==> config.mk <==
export PLATFORM = sky130hd
export DESIGN_NAME = alu_op_sequencer_flat
export DESIGN_NICKNAME = d
export VERILOG_FILES = /design/src/rtl/alu_op_sequencer_if.sv /design/src/rtl/alu_op_sequencer.sv /design/src/flat_wrapper.sv
export SDC_FILE = /design/constraint.sdc
export NUM_CORES = 1
export LEC_CHECK = 0
export CAP_MARGIN = 0
export CORE_AREA = 8 8 141 130
export DETAILED_ROUTE_END_ITERATION = 16
export DIE_AREA = 0 0 149 138
export PLACE_DENSITY = 0.55
export SETUP_SLACK_MARGIN = 0.15
export SYNTH_ARGS = -nofsm -noshare
export SYNTH_HDL_FRONTEND = slang
export SYNTH_SLANG_ARGS = --single-unit
==> constraint.sdc <==
create_clock -name clk -period 2.2 [get_ports clk]
set_clock_uncertainty 0.05 [all_clocks]
set_input_delay 0.44 -clock clk [delete_from_list [all_inputs] [get_ports clk]]
set_output_delay 0.44 -clock clk [all_outputs]
set_load 0.01 [all_outputs]
==> src/rtl/alu_op_sequencer_if.sv <==
// alu_op_sequencer_if: command and result valid/ready bus between a CPU/test sequencer and the ALU sequencer
// Ports: none; signals cmd_valid/cmd_ready/cmd_x/cmd_y/cmd_comp and res_valid/res_ready/res_out/res_zr/res_ng/res_err
interface alu_op_sequencer_if #(parameter int WIDTH = 16) ();
  logic             cmd_valid;
  logic             cmd_ready;
  logic [WIDTH-1:0] cmd_x;
  logic [WIDTH-1:0] cmd_y;
  logic [5:0]       cmd_comp;
  logic             res_valid;
  logic             res_ready;
  logic [WIDTH-1:0] res_out;
  logic             res_zr;
  logic             res_ng;
  logic             res_err;
  modport master (
    output cmd_valid, cmd_x, cmd_y, cmd_comp, res_ready,
    input  cmd_ready, res_valid, res_out, res_zr, res_ng, res_err
  );
  modport slave (
    input  cmd_valid, cmd_x, cmd_y, cmd_comp, res_ready,
    output cmd_ready, res_valid, res_out, res_zr, res_ng, res_err
  );
endinterface

==> src/rtl/alu_op_sequencer.sv <==
// alu_op_sequencer: drives Hack ALU inputs from accepted commands, waits a settle interval, returns checked results
// Ports: clk, rst_n (async active-low); seq_if slave (cmd_* in, res_* out);
//   alu_x_o/alu_y_o/alu_ctl_o to the ALU, alu_out_i/alu_zr_i/alu_ng_i from it;
//   op_count_o counts result handshakes (wraps), err_count_o counts flagged results (saturates)
module alu_op_sequencer #(
  parameter int WIDTH         = 16,
  parameter int SETTLE_CYCLES = 1,
  parameter int CNT_W         = 16
) (
  input  logic              clk,
  input  logic              rst_n,
  alu_op_sequencer_if.slave seq_if,
  output logic [WIDTH-1:0]  alu_x_o,
  output logic [WIDTH-1:0]  alu_y_o,
  output logic [5:0]        alu_ctl_o,
  input  logic [WIDTH-1:0]  alu_out_i,
  input  logic              alu_zr_i,
  input  logic              alu_ng_i,
  output logic [CNT_W-1:0]  op_count_o,
  output logic [CNT_W-1:0]  err_count_o
);
  localparam int CW = (SETTLE_CYCLES > 1) ? $clog2(SETTLE_CYCLES) : 1;
  typedef enum logic [1:0] {INIT, IDLE, DRIVE, HOLD} state_t;
  state_t           state_q;
  logic [CW-1:0]    cnt_q;
  logic [WIDTH-1:0] alu_x_q, alu_y_q, res_out_q;
  logic [5:0]       alu_ctl_q;
  logic             cmd_ready_q, res_valid_q, res_zr_q, res_ng_q, res_err_q;
  logic [CNT_W-1:0] op_cnt_q, err_cnt_q, op_cnt_d, err_cnt_d;
  logic             err_d;
  // Flags must agree with the data the ALU actually produced
  assign err_d     = (alu_zr_i != (alu_out_i == '0)) | (alu_ng_i != alu_out_i[WIDTH-1]);
  assign op_cnt_d  = op_cnt_q + 1'b1;
  assign err_cnt_d = (res_err_q && !(&err_cnt_q)) ? err_cnt_q + 1'b1 : err_cnt_q;
  always_ff @(posedge clk or negedge rst_n) begin
    if (!rst_n) begin
      state_q     <= INIT;
      cnt_q       <= '0;
      alu_x_q     <= '0;
      alu_y_q     <= '0;
      alu_ctl_q   <= '0;
      cmd_ready_q <= 1'b0;
      res_valid_q <= 1'b0;
      res_out_q   <= '0;
      res_zr_q    <= 1'b0;
      res_ng_q    <= 1'b0;
      res_err_q   <= 1'b0;
      op_cnt_q    <= '0;
      err_cnt_q   <= '0;
    end else begin
      case (state_q)
        INIT: begin
          state_q     <= IDLE;
          cmd_ready_q <= 1'b1;
        end
        IDLE: if (seq_if.cmd_valid) begin
          alu_x_q     <= seq_if.cmd_x;
          alu_y_q     <= seq_if.cmd_y;
          alu_ctl_q   <= seq_if.cmd_comp;
          cnt_q       <= CW'(SETTLE_CYCLES - 1);
          cmd_ready_q <= 1'b0;
          state_q     <= DRIVE;
        end
        DRIVE: if (cnt_q == '0) begin
          res_out_q   <= alu_out_i;
          res_zr_q    <= alu_zr_i;
          res_ng_q    <= alu_ng_i;
          res_err_q   <= err_d;
          res_valid_q <= 1'b1;
          state_q     <= HOLD;
        end else begin
          cnt_q <= cnt_q - 1'b1;
        end
        HOLD: if (seq_if.res_ready) begin
          res_valid_q <= 1'b0;
          op_cnt_q    <= op_cnt_d;
          err_cnt_q   <= err_cnt_d;
          cmd_ready_q <= 1'b1;
          state_q     <= IDLE;
        end
      endcase
    end
  end
  assign seq_if.cmd_ready = cmd_ready_q;
  assign seq_if.res_valid = res_valid_q;
  assign seq_if.res_out   = res_out_q;
  assign seq_if.res_zr    = res_zr_q;
  assign seq_if.res_ng    = res_ng_q;
  assign seq_if.res_err   = res_err_q;
  assign alu_x_o          = alu_x_q;
  assign alu_y_o          = alu_y_q;
  assign alu_ctl_o        = alu_ctl_q;
  assign op_count_o       = op_cnt_q;
  assign err_count_o      = err_cnt_q;
endmodule

==> src/flat_wrapper.sv <==
// flat-port wrapper written by rule: the top's interface ports become plain ports
module alu_op_sequencer_flat 
#(
  parameter int WIDTH         = 16,
  parameter int SETTLE_CYCLES = 1,
  parameter int CNT_W         = 16
)
  (clk, rst_n, alu_x_o, alu_y_o, alu_ctl_o, alu_out_i, alu_zr_i, alu_ng_i, op_count_o, err_count_o, seq_if_cmd_valid, seq_if_cmd_x, seq_if_cmd_y, seq_if_cmd_comp, seq_if_res_ready, seq_if_cmd_ready, seq_if_res_valid, seq_if_res_out, seq_if_res_zr, seq_if_res_ng, seq_if_res_err);
  alu_op_sequencer_if #(.WIDTH(WIDTH)) seq_if_i ();
  input  logic clk;
  input  logic rst_n;
  output logic [WIDTH-1:0] alu_x_o;
  output logic [WIDTH-1:0] alu_y_o;
  output logic [5:0] alu_ctl_o;
  input  logic [WIDTH-1:0] alu_out_i;
  input  logic alu_zr_i;
  input  logic alu_ng_i;
  output logic [CNT_W-1:0] op_count_o;
  output logic [CNT_W-1:0] err_count_o;
  input wire logic [$bits(seq_if_i.cmd_valid)-1:0] seq_if_cmd_valid;
  input wire logic [$bits(seq_if_i.cmd_x)-1:0] seq_if_cmd_x;
  input wire logic [$bits(seq_if_i.cmd_y)-1:0] seq_if_cmd_y;
  input wire logic [$bits(seq_if_i.cmd_comp)-1:0] seq_if_cmd_comp;
  input wire logic [$bits(seq_if_i.res_ready)-1:0] seq_if_res_ready;
  output wire logic [$bits(seq_if_i.cmd_ready)-1:0] seq_if_cmd_ready;
  output wire logic [$bits(seq_if_i.res_valid)-1:0] seq_if_res_valid;
  output wire logic [$bits(seq_if_i.res_out)-1:0] seq_if_res_out;
  output wire logic [$bits(seq_if_i.res_zr)-1:0] seq_if_res_zr;
  output wire logic [$bits(seq_if_i.res_ng)-1:0] seq_if_res_ng;
  output wire logic [$bits(seq_if_i.res_err)-1:0] seq_if_res_err;
  assign seq_if_i.cmd_valid = seq_if_cmd_valid;
  assign seq_if_i.cmd_x = seq_if_cmd_x;
  assign seq_if_i.cmd_y = seq_if_cmd_y;
  assign seq_if_i.cmd_comp = seq_if_cmd_comp;
  assign seq_if_i.res_ready = seq_if_res_ready;
  assign seq_if_cmd_ready = seq_if_i.cmd_ready;
  assign seq_if_res_valid = seq_if_i.res_valid;
  assign seq_if_res_out = seq_if_i.res_out;
  assign seq_if_res_zr = seq_if_i.res_zr;
  assign seq_if_res_ng = seq_if_i.res_ng;
  assign seq_if_res_err = seq_if_i.res_err;
  alu_op_sequencer #(.WIDTH(WIDTH), .SETTLE_CYCLES(SETTLE_CYCLES), .CNT_W(CNT_W)) u_core (.clk(clk), .rst_n(rst_n), .seq_if(seq_if_i), .alu_x_o(alu_x_o), .alu_y_o(alu_y_o), .alu_ctl_o(alu_ctl_o), .alu_out_i(alu_out_i), .alu_zr_i(alu_zr_i), .alu_ng_i(alu_ng_i), .op_count_o(op_count_o), .err_count_o(err_count_o));
endmodule
==> qor.yml, run 1 <==
cts_max_path_buffers: 2
end_kind: "output port"
n_antenna_cell: 0
viasPerCell: 4.305
nNetsFinal: 513
synthTopCellsByArea: "dfrtp_1 60%, mux2_2 17%, xor2_1 3.4%"
cts_made_buffers: 9
syn_avg_cell_area_um2: 13.58
firstDrtPassIters: 4
finalHoldViolations: 0
powerDensity_nw_per_um2: 1243
synth_warnings: 0
fp.dieH_um: 138
place_ws_ps: 70.77
final_cell_mix: "149 x clkdlybuf4s50_1, 93 x dfrtp_1, 60 x mux2_2, 15 x xor2_1, 14 x nand3_1"
h-tree-depth: 3
worstPathArrival_ps: 1430
cp_slowest_stage_delay_ps: 600
crit_family: "buffers and inverters"
initial_core_util_pct: 24.49
clk_pin_slew_ps: 60
core_area_um2: 15860
tritoncts: "built"
synth_area_um2: 3882
postCtsResizedCells: 0
synth-edff-count: 0
start_kind: "flop"
drt_iter0_markers: 117
fin_area_um2: 5998
fmaxAchievable_mhz: 521.1
synth_cells: 286
grtUsageTotal_pct: 10.42
setup_viol: 0
grt_start_max_net_pins: 55
final_common_cell: "clkdlybuf4s50_1"
num_rows: 44
drv_slew: 0
cp_cell_sequence: "clkdlybuf4s50_1"
pin_count: 151
ys_async_sr_fraction_pct: 100.0
finalCritPeriodShare_pct: 87.23
antenna_found_initial: 0
portBuffers: 150
critPathMaxFanout: 6
syn_nets: 351
crit_slowest_cell: "clkdlybuf4s50_1"
grt.overflow.total: 0
tightest_slew_ps: 525.3
tns_ps: 0
leakage_nw: 2.520
synth_top_area_share_pct: 59.94
grt_pass1_vias: 3082
grt_pass1_wl_um: 17060
worstPathRequired_ps: 1710
clock-sinks: 93
status: "completed"
path_buf_inv: 1
place_area_um2: 5697
area_delta_synth_final_pct: 54.50
synth.distinct_cells: 36
drive_above_1_share_pct: 20.75
irDropWorstVdd_mv: 0.6289
ctsRootBufferMaster: "clkbuf_16"
die_w_um: 149
remaining_drc_errors: 0
yosys.area.top_type: "dfrtp_1"
gp_congestion: 0.7476
synth_flop_cell: "dfrtp_1"
holdCritPathClass: "in -> async"
routed_wl_um: 10530
path_class: "reg -> out"
finalWorstSetupSlack_ps: 281.0
maxCapViolCount: 0
rsz0062_at_grt: "false"
yosys_register_bits: 93
slew_headroom_pct: 64.98
num_vias: 2841
fin_util_pct: 37.83
die_area_um2: 20560
cts_hold_buf: 0
cts_setup_buffers: 0
clock_latency_ps: 340
ys_seq_area_share_pct: 59.94
period_minus_slack_ps: 1919
dp_hpwl_um: 8013
wire_per_inst_um: 15.95
ant_nets: 0
==> worst reg2reg max path, stage by stage, from the launching register on <==
cell and delay [ps]:
dfrtp_1 400, ha_1 300, nand2_2 80, or2_0 330, nor3_1 210, mux2_2 350
==> final timing paths <==
kind                                       start                endpoint  slack, ps  cells past startpoint
max                        u_core.err_count_o[3]          err_count_o[3]        280                      1
min                                        rst_n   u_core.op_count_o[12]         20                      1
max reg2reg                    u_core.state_q[0]  u_core.err_count_o[15]        360                      5
min reg2reg                u_core.op_count_o[15]   u_core.op_count_o[15]        430                      1
max in group asynchronous                  rst_n      u_core.alu_x_o[15]       1390                      2
min in group clk           u_core.op_count_o[15]   u_core.op_count_o[15]        430                      1
==> final cells by class <==
type	count	area [um2]
clock buffers	10	239.0
clock inverters	6	62.56
fillers	1545	9857
inverters	6	22.52
multi-input cells	180	1504
flip-flops and latches	93	2327
well taps	207	259.0
repair buffers	158	1584
==> Yosys cell counts, types with 2 or more instances <==
library cell  number
dfrtp_1           93
mux2_2            60
xor2_1            15
nand3_1           14
xnor2_1           13
nor2_1            12
nand2_1           10
nor4_1             7
inv_1              6
nand4_1            6
ha_1               5
nor3_1             5
a21oi_1            4
o21ai_0            4
a31oi_1            3
and3_1             3
buf_2              3
and4_1             2
clkbuf_1           2
nor4_2             2
o211ai_1           2
==> flip-flops by register name (all words and copies together), names as in the netlist, 2 cells and up <==
signal and count:
u_core.alu_y_o 16, u_core.seq_if.res_out 16, u_core.alu_x_o 16, u_core.alu_ctl_o 6, u_core.state_q 2, u_core.err_count_o 16
u_core.op_count_o 16
==> layer usage <==
| layer | GRT usage, % | wire length [um] | vias to the layer above | part of all wire [%] |
|---|---|---|---|---|
| met2 | 16.69 | 5039 | 87 | 48 |
| met1 | 11.48 | 4244 | 1408 | 40 |
| met5 | 0 | 0 | - | 0 |
| li1 | - | - | 1337 | - |
| met4 | 3.186 | 119 | 0 | 1.1 |
| met3 | 5.905 | 1122 | 9 | 11 |
==> kinds of logic (layout without fill, tap and decap cells) <==
| family | count (synthesis) | in the layout | share of synthesized area [%] |
|---|---|---|---|
| simple gates | 71 | 71 | 10.89 |
| compound gates | 16 | 16 | 2.449 |
| fa+ha+maj | 5 | 5 | 1.611 |
| xor+xnor | 28 | 28 | 6.317 |
| buf+inv | 13 | 180 | 1.385 |
| mux | 60 | 60 | 17.40 |
| flops | 93 | 93 | 59.94 |
==> metrics by stage <==
stage | hold WS (ps) | std cells | power (mW)
5_1_grt | 55.80 | 660 | 7.939
4_1_cts | 36.85 | 660 | 7.625
2_1_floorplan | 94.41 | 286 | 4.147
3_5_place_dp | 417.5 | 644 | 5.993
3_3_place_gp | 413.1 | 644 | 5.934
6_report | 24.43 | 660 | 7.456
==> where the power goes <==
| part | leakage [nW] | switching [mW] | internal [mW] |
|---|---|---|---|
| Combinational | 1.24 | 1.18 | 1.89 |
| Sequential | 1.14 | 0.439 | 2.38 |
| Clock | 0.140 | 0.656 | 0.907 |
| Total | 2.52 | 2.28 | 5.18 |
Note: power is estimated with default switching activity, not from simulation.
==> run 2, diff against run 1 <==
ABC_AREA = 0   (was not set)
==> results of run 2 <==
No change in the layout: final DEF, timing and power equal those of run 1.
